File: config.mk
export PLATFORM = sky130hd
export DESIGN_NAME = serial_adder_ctrl
export DESIGN_NICKNAME = d
export VERILOG_FILES = /design/src/rtl/serial_adder_pkg.sv /design/src/rtl/serial_adder_full_adder.sv /design/src/rtl/serial_adder_ctrl.sv
export SDC_FILE = /design/constraint.sdc
export NUM_CORES = 1
export LEC_CHECK = 0
export CAP_MARGIN = 40
export CORE_UTILIZATION = 50
export CTS_CLUSTER_SIZE = 14
export DETAILED_ROUTE_END_ITERATION = 8
export HOLD_SLACK_MARGIN = 0.08
export PLACE_DENSITY_LB_ADDON = 0.12
export SKIP_LAST_GASP = 1
export SLEW_MARGIN = 20
export SYNTH_ARGS = -nofsm -noshare
export SYNTH_HDL_FRONTEND = slang
export SYNTH_SLANG_ARGS = --single-unit
export TNS_END_PERCENT = 30
File: constraint.sdc
create_clock -name clk -period 1.8 [get_ports clk]
set_input_delay 0.54 -clock clk [delete_from_list [all_inputs] [get_ports clk]]
set_output_delay 0.54 -clock clk [all_outputs]
set_load 0.01 [all_outputs]
File: src/rtl/serial_adder_pkg.sv
// Shared definitions for the bit-serial adder sequencer.
package serial_adder_pkg;

    typedef enum logic [1:0] {
        S_IDLE = 2'd0,
        S_RUN  = 2'd1,
        S_DONE = 2'd2
    } state_e;

endpackage

File: src/rtl/serial_adder_full_adder.sv
// One-bit full adder cell shared by every step of the serial addition.
module full_adder (
    input  logic a,
    input  logic b,
    input  logic cin,
    output logic sum,
    output logic cout
);

    assign sum  = a ^ b ^ cin;
    assign cout = (a & b) | (cin & (a ^ b));

endmodule

File: src/rtl/serial_adder_ctrl.sv
// Bit-serial W-bit adder: latches operands on start, adds LSB-first through
// one full_adder over W cycles, then pulses done with the registered result.
//   state  | meaning
//   S_IDLE | waiting for start, last result held on sum_out/cout
//   S_RUN  | one operand bit pair consumed per cycle
//   S_DONE | one-cycle done pulse, start ignored
module serial_adder_ctrl
    import serial_adder_pkg::*;
#(
    parameter int W = 8
) (
    input  logic         clk,
    input  logic         rst,
    input  logic         start,
    input  logic [W-1:0] a_in,
    input  logic [W-1:0] b_in,
    input  logic         cin,
    output logic         busy,
    output logic         done,
    output logic [W-1:0] sum_out,
    output logic         cout
);

    localparam int CNT_W = ($clog2(W) > 0) ? $clog2(W) : 1;
    localparam logic [CNT_W-1:0] CNT_LAST = CNT_W'(W - 1);

    state_e           state_q, state_d;
    logic [W-1:0]     a_sh_q, a_sh_d;
    logic [W-1:0]     b_sh_q, b_sh_d;
    logic [W-1:0]     sum_sh_q, sum_sh_d;
    logic             carry_q, carry_d;
    logic [CNT_W-1:0] cnt_q, cnt_d;
    logic [W-1:0]     sum_out_q, sum_out_d;
    logic             cout_q, cout_d;
    logic             fs, fc;

    full_adder u_fa (
        .a    (a_sh_q[0]),
        .b    (b_sh_q[0]),
        .cin  (carry_q),
        .sum  (fs),
        .cout (fc)
    );

    always_comb begin
        state_d   = state_q;
        a_sh_d    = a_sh_q;
        b_sh_d    = b_sh_q;
        sum_sh_d  = sum_sh_q;
        carry_d   = carry_q;
        cnt_d     = cnt_q;
        sum_out_d = sum_out_q;
        cout_d    = cout_q;
        case (state_q)
            S_IDLE: begin
                if (start) begin
                    a_sh_d  = a_in;
                    b_sh_d  = b_in;
                    carry_d = cin;
                    cnt_d   = '0;
                    state_d = S_RUN;
                end
            end
            S_RUN: begin
                // Shift-and-or form keeps the W=1 case free of empty slices.
                sum_sh_d = (sum_sh_q >> 1) | (W'(fs) << (W - 1));
                carry_d  = fc;
                a_sh_d   = a_sh_q >> 1;
                b_sh_d   = b_sh_q >> 1;
                cnt_d    = cnt_q + CNT_W'(1);
                if (cnt_q == CNT_LAST) begin
                    sum_out_d = sum_sh_d;
                    cout_d    = fc;
                    state_d   = S_DONE;
                end
            end
            S_DONE:  state_d = S_IDLE;
            default: state_d = S_IDLE;
        endcase
    end

    always_ff @(posedge clk) begin
        if (rst) begin
            state_q   <= S_IDLE;
            a_sh_q    <= '0;
            b_sh_q    <= '0;
            sum_sh_q  <= '0;
            carry_q   <= 1'b0;
            cnt_q     <= '0;
            sum_out_q <= '0;
            cout_q    <= 1'b0;
        end else begin
            state_q   <= state_d;
            a_sh_q    <= a_sh_d;
            b_sh_q    <= b_sh_d;
            sum_sh_q  <= sum_sh_d;
            carry_q   <= carry_d;
            cnt_q     <= cnt_d;
            sum_out_q <= sum_out_d;
            cout_q    <= cout_d;
        end
    end

    assign busy    = (state_q == S_RUN);
    assign done    = (state_q == S_DONE);
    assign sum_out = sum_out_q;
    assign cout    = cout_q;

endmodule

After elaboration in Yosys (flattened, before gate mapping)
Cells that the tools add are included.
- output and inout port bits: 11
- logic and storage cells: 36
- register bits: 39
- input bits: 20
- add/sub/neg operators: 1
- bitwise logic cells: 6
- equal/unequal tests: 5
- reductions and logical operators: 5
- muxes and demuxes: 11
- operator list (kind ; number):
    case mux 8 bit (2 select lines) ; 2
    2-to-1 mux 8 bit ; 2
    OR 7 x 8 -> 8 bit ; 1
    case mux 3 bit (2 select lines) ; 1
    AND reduction 2 bit ; 3
    2-to-1 mux 2 bit ; 2
    case mux 2 bit (2 select lines) ; 1
    adder 3 x 1 -> 3 bit, second input constant ; 1
    equality test 3 bit, second input constant ; 1
    2-to-1 mux 3 bit ; 1
    AND 1 bit ; 2
    equality test 2 x 1 -> 1 bit, second input constant ; 1
    equality test 2 bit, second input constant ; 1
    zero test 2 bit ; 1
    != test 2 x 1 -> 1 bit, second input constant ; 1
    != test 2 bit, second input constant ; 1
    case mux 1 bit (2 select lines) ; 1
    nonzero test 2 bit ; 1
    XOR 1 bit ; 2
    2-to-1 mux 1 bit ; 1
    OR 1 bit ; 1

Logic depth before layout (Yosys ltp)
- depth in word-level cells: 4
- depth in mapped cells: 7
- depth with buffers taken out: 5

Hierarchy
From an unflattened synthesis, not the netlist that was laid out.
- cell total of the unflattened synthesis: 169
- area total of the unflattened synthesis: 1567.8 um^2
- modules (own cells, without submodules) (module ; area an instance (um^2) ; cells each ; sequential area each (um^2) ; instances):
    serial_adder_ctrl ; 1547.7 ; 168 ; 760.7 ; 1
    full_adder ; 20.0 ; 1 ; 0.0 ; 1

Worst setup path before layout
OpenSTA, ideal clock, no wires.
- kind: reg2out
- from: register state_q[0]
- to: output port busy
- data required time: 1.260 ns
- buffers on the path: 3
- slack: 0.475 ns
- arrival time: 0.785 ns
- stages on the path, launching flop included: 6
- cell sequence: dfxtp_1 > buf_2 > nand2b_1 > buf_6 > inv_4 > buf_6
- word-level cells in the longest chain between the ends: 1
- RTL lines (what ; RTL line ; RTL):
    start: declaration ; serial_adder_ctrl.sv:27 ; state_e state_q, state_d;
    start signal: assignment ; serial_adder_ctrl.sv:93 ; state_q <= state_d;
    equality test 2 x 1 -> 1 bit ; serial_adder_ctrl.sv:104 ; assign busy = (state_q == S_RUN);
    end: declaration ; serial_adder_ctrl.sv:18 ; output logic busy,
No other way between the ends.

Final worst setup path
- from: register sum_out_q[0], in the netlist sum_out[0]
- to: output port sum_out[0]
- RTL lines (what ; RTL line ; RTL):
    start: declaration ; serial_adder_ctrl.sv:33 ; logic [W-1:0] sum_out_q, sum_out_d;
    start signal: assignment ; serial_adder_ctrl.sv:99 ; sum_out_q <= sum_out_d;
    end: declaration ; serial_adder_ctrl.sv:20 ; output logic [W-1:0] sum_out,
No word-level cell between the ends.

==> results.txt <==
After global routing the overflow that remains totals 0. For the number of hold violations in the final report, the log shows 0. No sink is reached through more buffers than the 2 on the longest clock path. The run gives 0.127 as the combinational group share of total power.

The floorplan has 20 rows. The cell count after synthesis came out at 169. Static timing analysis puts the maximum clock frequency at 568 MHz. Leaving out filler cells and counting taps, the final layout contains 244. Number of DRC violations after detailed routing: 0.

In this run, distinct cell masters in the synthesized netlist total 25. The per-cell routed wire length is 11.3 um, and the port buffer count is 30. The run gives 0.222 as the global-route met1 utilization.

The overall track demand over capacity in global routing was 0.187; the transition time at the pin with the least slew margin was 365 ps. The minimum period implied by the final worst setup slack works out to 1760 ps. The finished layout cell area is 0.00196 mm2, and the share of cells above drive strength 1 is 0.0950. The clock group share of total power is 0.294, and the register-to-register setup slack is 310 ps. Measured along the x axis, the die boundary spans 58.3 um. The multiplexer area fraction after synthesis works out to 0.101. The count of routing violations after the opening detailed-route iteration came out at 51. In the final timing run, aggregate negative setup slack is 0 ps. Adder-cell share of the synthesized area: 0.0284. The repair_antennas step left the layout with diodes totalling 0. The xor and xnor area share after synthesis was 0.

The largest total area in the synthesized netlist belongs to sky130_fd_sc_hd__dfxtp_1. The tools report the via count of the first global-routing pass as 1110. By startpoint and endpoint, the worst setup path is classified as register to primary output. The run gives 340 ps as the insertion delay to the later sink of the worst-skew pair.

The run gives 0.776 nW as the leakage power. The number of cell instances on the worst register-to-register path was 4. Class of the tightest hold or removal check: register to register. Setup violations remaining at the end of the flow were counted as 0.

The synthesis-to-layout area growth was 23.7%. Met3 track utilization from global routing: 0.0681. The internal portion of the total power is 1.18 mW. The logs give 0.480 for the sequential-to-total area share from yosys stat and 0 for the number of hold buffers added after CTS.

By area, the combinational part of the netlist is dominated by compound AO/OA/AOI/OAI gates. For the number of antenna violations at the first check in global routing, the log shows 0. Summed over all nets, the switching power comes to 0.383 mW. The instance count on the critical path is 1.

Switching share of total power: 0.246. The startpoint identified for the worst register-to-register timing path is state_q[0]. The number of nets in the synthesized netlist was 192. The proportion of register bits with asynchronous set or reset after synthesis was 0; the share of the synthesized area in compound gates (AO/OA/AOI/OAI) was 0.166.

Area fraction of the dominant cell type after synthesis: 0.480. The post-synthesis average cell area came out at 9.38 um2. The worst-case IR drop observed on VDD is 491 uV.

Counting tap cells, the placed design contains a total of 236 instances. For this run, the leading register cell type out of synthesis is sky130_fd_sc_hd__dfxtp_1. Detailed placement finished with a half-perimeter wire length of 1890 um. The placed instances occupy a cell area of 0.00190 mm2.

Among all cell types in the netlist, the one instantiated most often is sky130_fd_sc_hd__dfxtp_1. The global routing usage on met2 came out at 0.310. The max-slew violation total from the final report came out at 0.

Clock tree synthesis inserted a total of 5 buffers. The count of buffers added by post-CTS timing repair for setup came out at 0. End-of-flow core utilization: 0.648.

The routed layout has 1234 vias. Launching element type of the critical path: a register. Count of flip-flops with a built-in enable after synthesis: 0. The most crowded layer after global routing was met2. The overall power after layout is 1.56 mW, and the final worst-path cycle share is 0.978.

The number of vias per cell after detailed routing works out to 5.06. Entering global routing, the biggest net connects 39 pins. The final-stage net count was 222; the post-synthesis share of cell area spent on and, or, nand and nor gates was 0.155. The areal power density over the cells is 795 mW/mm2.

Setup repair after global routing could not meet its margin everywhere. Flop and latch count out of synthesis: 38. The run finished with clean final reports. Between clock sinks in the finished design, the worst skew comes to 10.6 ps. By count the netlist is led by 38 x sky130_fd_sc_hd__dfxtp_1, 32 x sky130_fd_sc_hd__nand2_1, 21 x sky130_fd_sc_hd__nor2_1. Master of the slowest instance on the critical path: sky130_fd_sc_hd__clkdlybuf4s50_1. The buffering stage count on the worst path with inverters included is 1, and the number of ports placed on the die boundary is 31.

TritonCTS built the clock tree. After clock tree synthesis, the clock-pin slew on the worst setup and hold paths is 110 ps. The worst-path maximum fanout is 2.

The tools report the critical path endpoint category as a primary output. The max-cap check violation count is 0, and the starting density of the core is 0.524. The most critical setup path has its startpoint at sum_out[0]. The critical path goes through clkdlybuf4s50_1. The first global-routing pass estimated 4720 um of wire.

The first detailed-routing pass ran for 4 iterations. By area the synthesized netlist is led by sky130_fd_sc_hd__dfxtp_1 48%, sky130_fd_sc_hd__mux2i_1 10%, sky130_fd_sc_hd__nand2_1 7.6%. The tools report the yosys synthesis warning count as 0. The die covers 0.00340 mm2.

The remaining antenna violation count came out at 0. The cell family contributing the most delay on the critical path is buffers and inverters. The remaining max-slew budget at the tightest pin came out at 0.757. The y dimension of the die works out to 58.3 um. In this run the critical register-to-register path is captured at a_sh_q[6]. Post-synthesis instance area: 0.00159 mm2. The delay contributed by the slowest stage of the critical path was 530 ps; the data required time of the worst path was 1260 ps. The tools report the cell chosen for the clock root as sky130_fd_sc_hd__clkbuf_4. At the worst endpoint, the arrival time is 1220 ps. In this run the number of H-tree levels came out at 2. The area inside the core boundary is 0.00303 mm2, and the sequential power share is 0.579. The routed design has 2750 um of wire. For the placer's final routability congestion estimate, the log shows 0.725. In this run the worst setup path terminates at sum_out[0]. Counting every sink on the clock net gives 38.
-- per-stage QoR --
stage | hold slack, ps | setup slack [ps]
floorplan | 432 | 475
global placement | 442 | 41.9
detailed placement | 449 | -3.23
CTS | 466 | -121
global route | 473 | -21.6
finish | 462 | 39.7
-- kinds of logic (layout without fill, tap and decap cells) --
family | count (synthesis) | count (layout)
flip-flops | 38 | 38
multiplexers | 16 | 16
AO/OA/AOI/OAI | 38 | 38
adder cells (fa/ha/maj) | 3 | 3
AND/OR/NAND/NOR | 59 | 59
buffers and inverters | 15 | 46
-- layout by cell type (no fill, tap or decap), drive strengths merged, types with 4 or more instances in the layout --
cell	synthesis	layout
a21oi	16	16
nand2	32	32
mux2i	16	16
a211oi	16	16
buf	11	6
clkbuf	2	7
nor2	21	21
dfxtp	38	38
clkdlybuf4s50	0	27
a22oi	4	4
-- flip-flops by register name (all words and copies together), names as in the netlist --
name      flops
cnt_q         3
sum_sh_q      7
b_sh_q        8
sum_out       8
a_sh_q        8
cout          1
state_q       2
carry_q       1
-- final cells by class --
type	instances	area [um2]
clock inverters	1	5.00
multi-input cells	116	713
well taps	44	55.1
clock buffers	7	55.1
repair buffers	36	362
fillers	272	1070
inverters	2	10.0
flip-flops and latches	38	761
-- worst min path at each step --
stage                            from    endpoint  depth (start not counted)  slack, ps
final                      sum_out[7]  sum_out[7]                          2        460
after global routing             cout        cout                          2        470
after CTS                  sum_out[7]  sum_out[7]                          2        470
after detailed placement   sum_out[7]  sum_out[7]                          2        450
after global placement     sum_out[5]  sum_out[5]                          2        440
after floorplan           sum_sh_q[1]  sum_out[0]                          2        430
-- power by group through the flow --
| stage | registers (mW) | logic (mW) | clock network (mW) |
|---|---|---|---|
| CTS | 0.904 | 0.200 | 0.470 |
| finish | 0.903 | 0.198 | 0.458 |
| global placement | 0.922 | 0.194 | 0 |
| global route | 0.909 | 0.221 | 0.510 |
| floorplan | 0.917 | 0.145 | 0 |
| detailed placement | 0.923 | 0.200 | 0 |
-- what timing repair did --
item,in CTS,in global routing
endpoints found under the setup margin,2,8
gates resized for setup,1,2
endpoints found under the hold margin,0,0
-- layer usage --
metal  part of all wire  vias up
li1                   -      639
met4              0.015        0
met1               0.46      565
met5                  0        -
met3              0.041        6
met2               0.49       24
(Power assumes the default switching activity.)
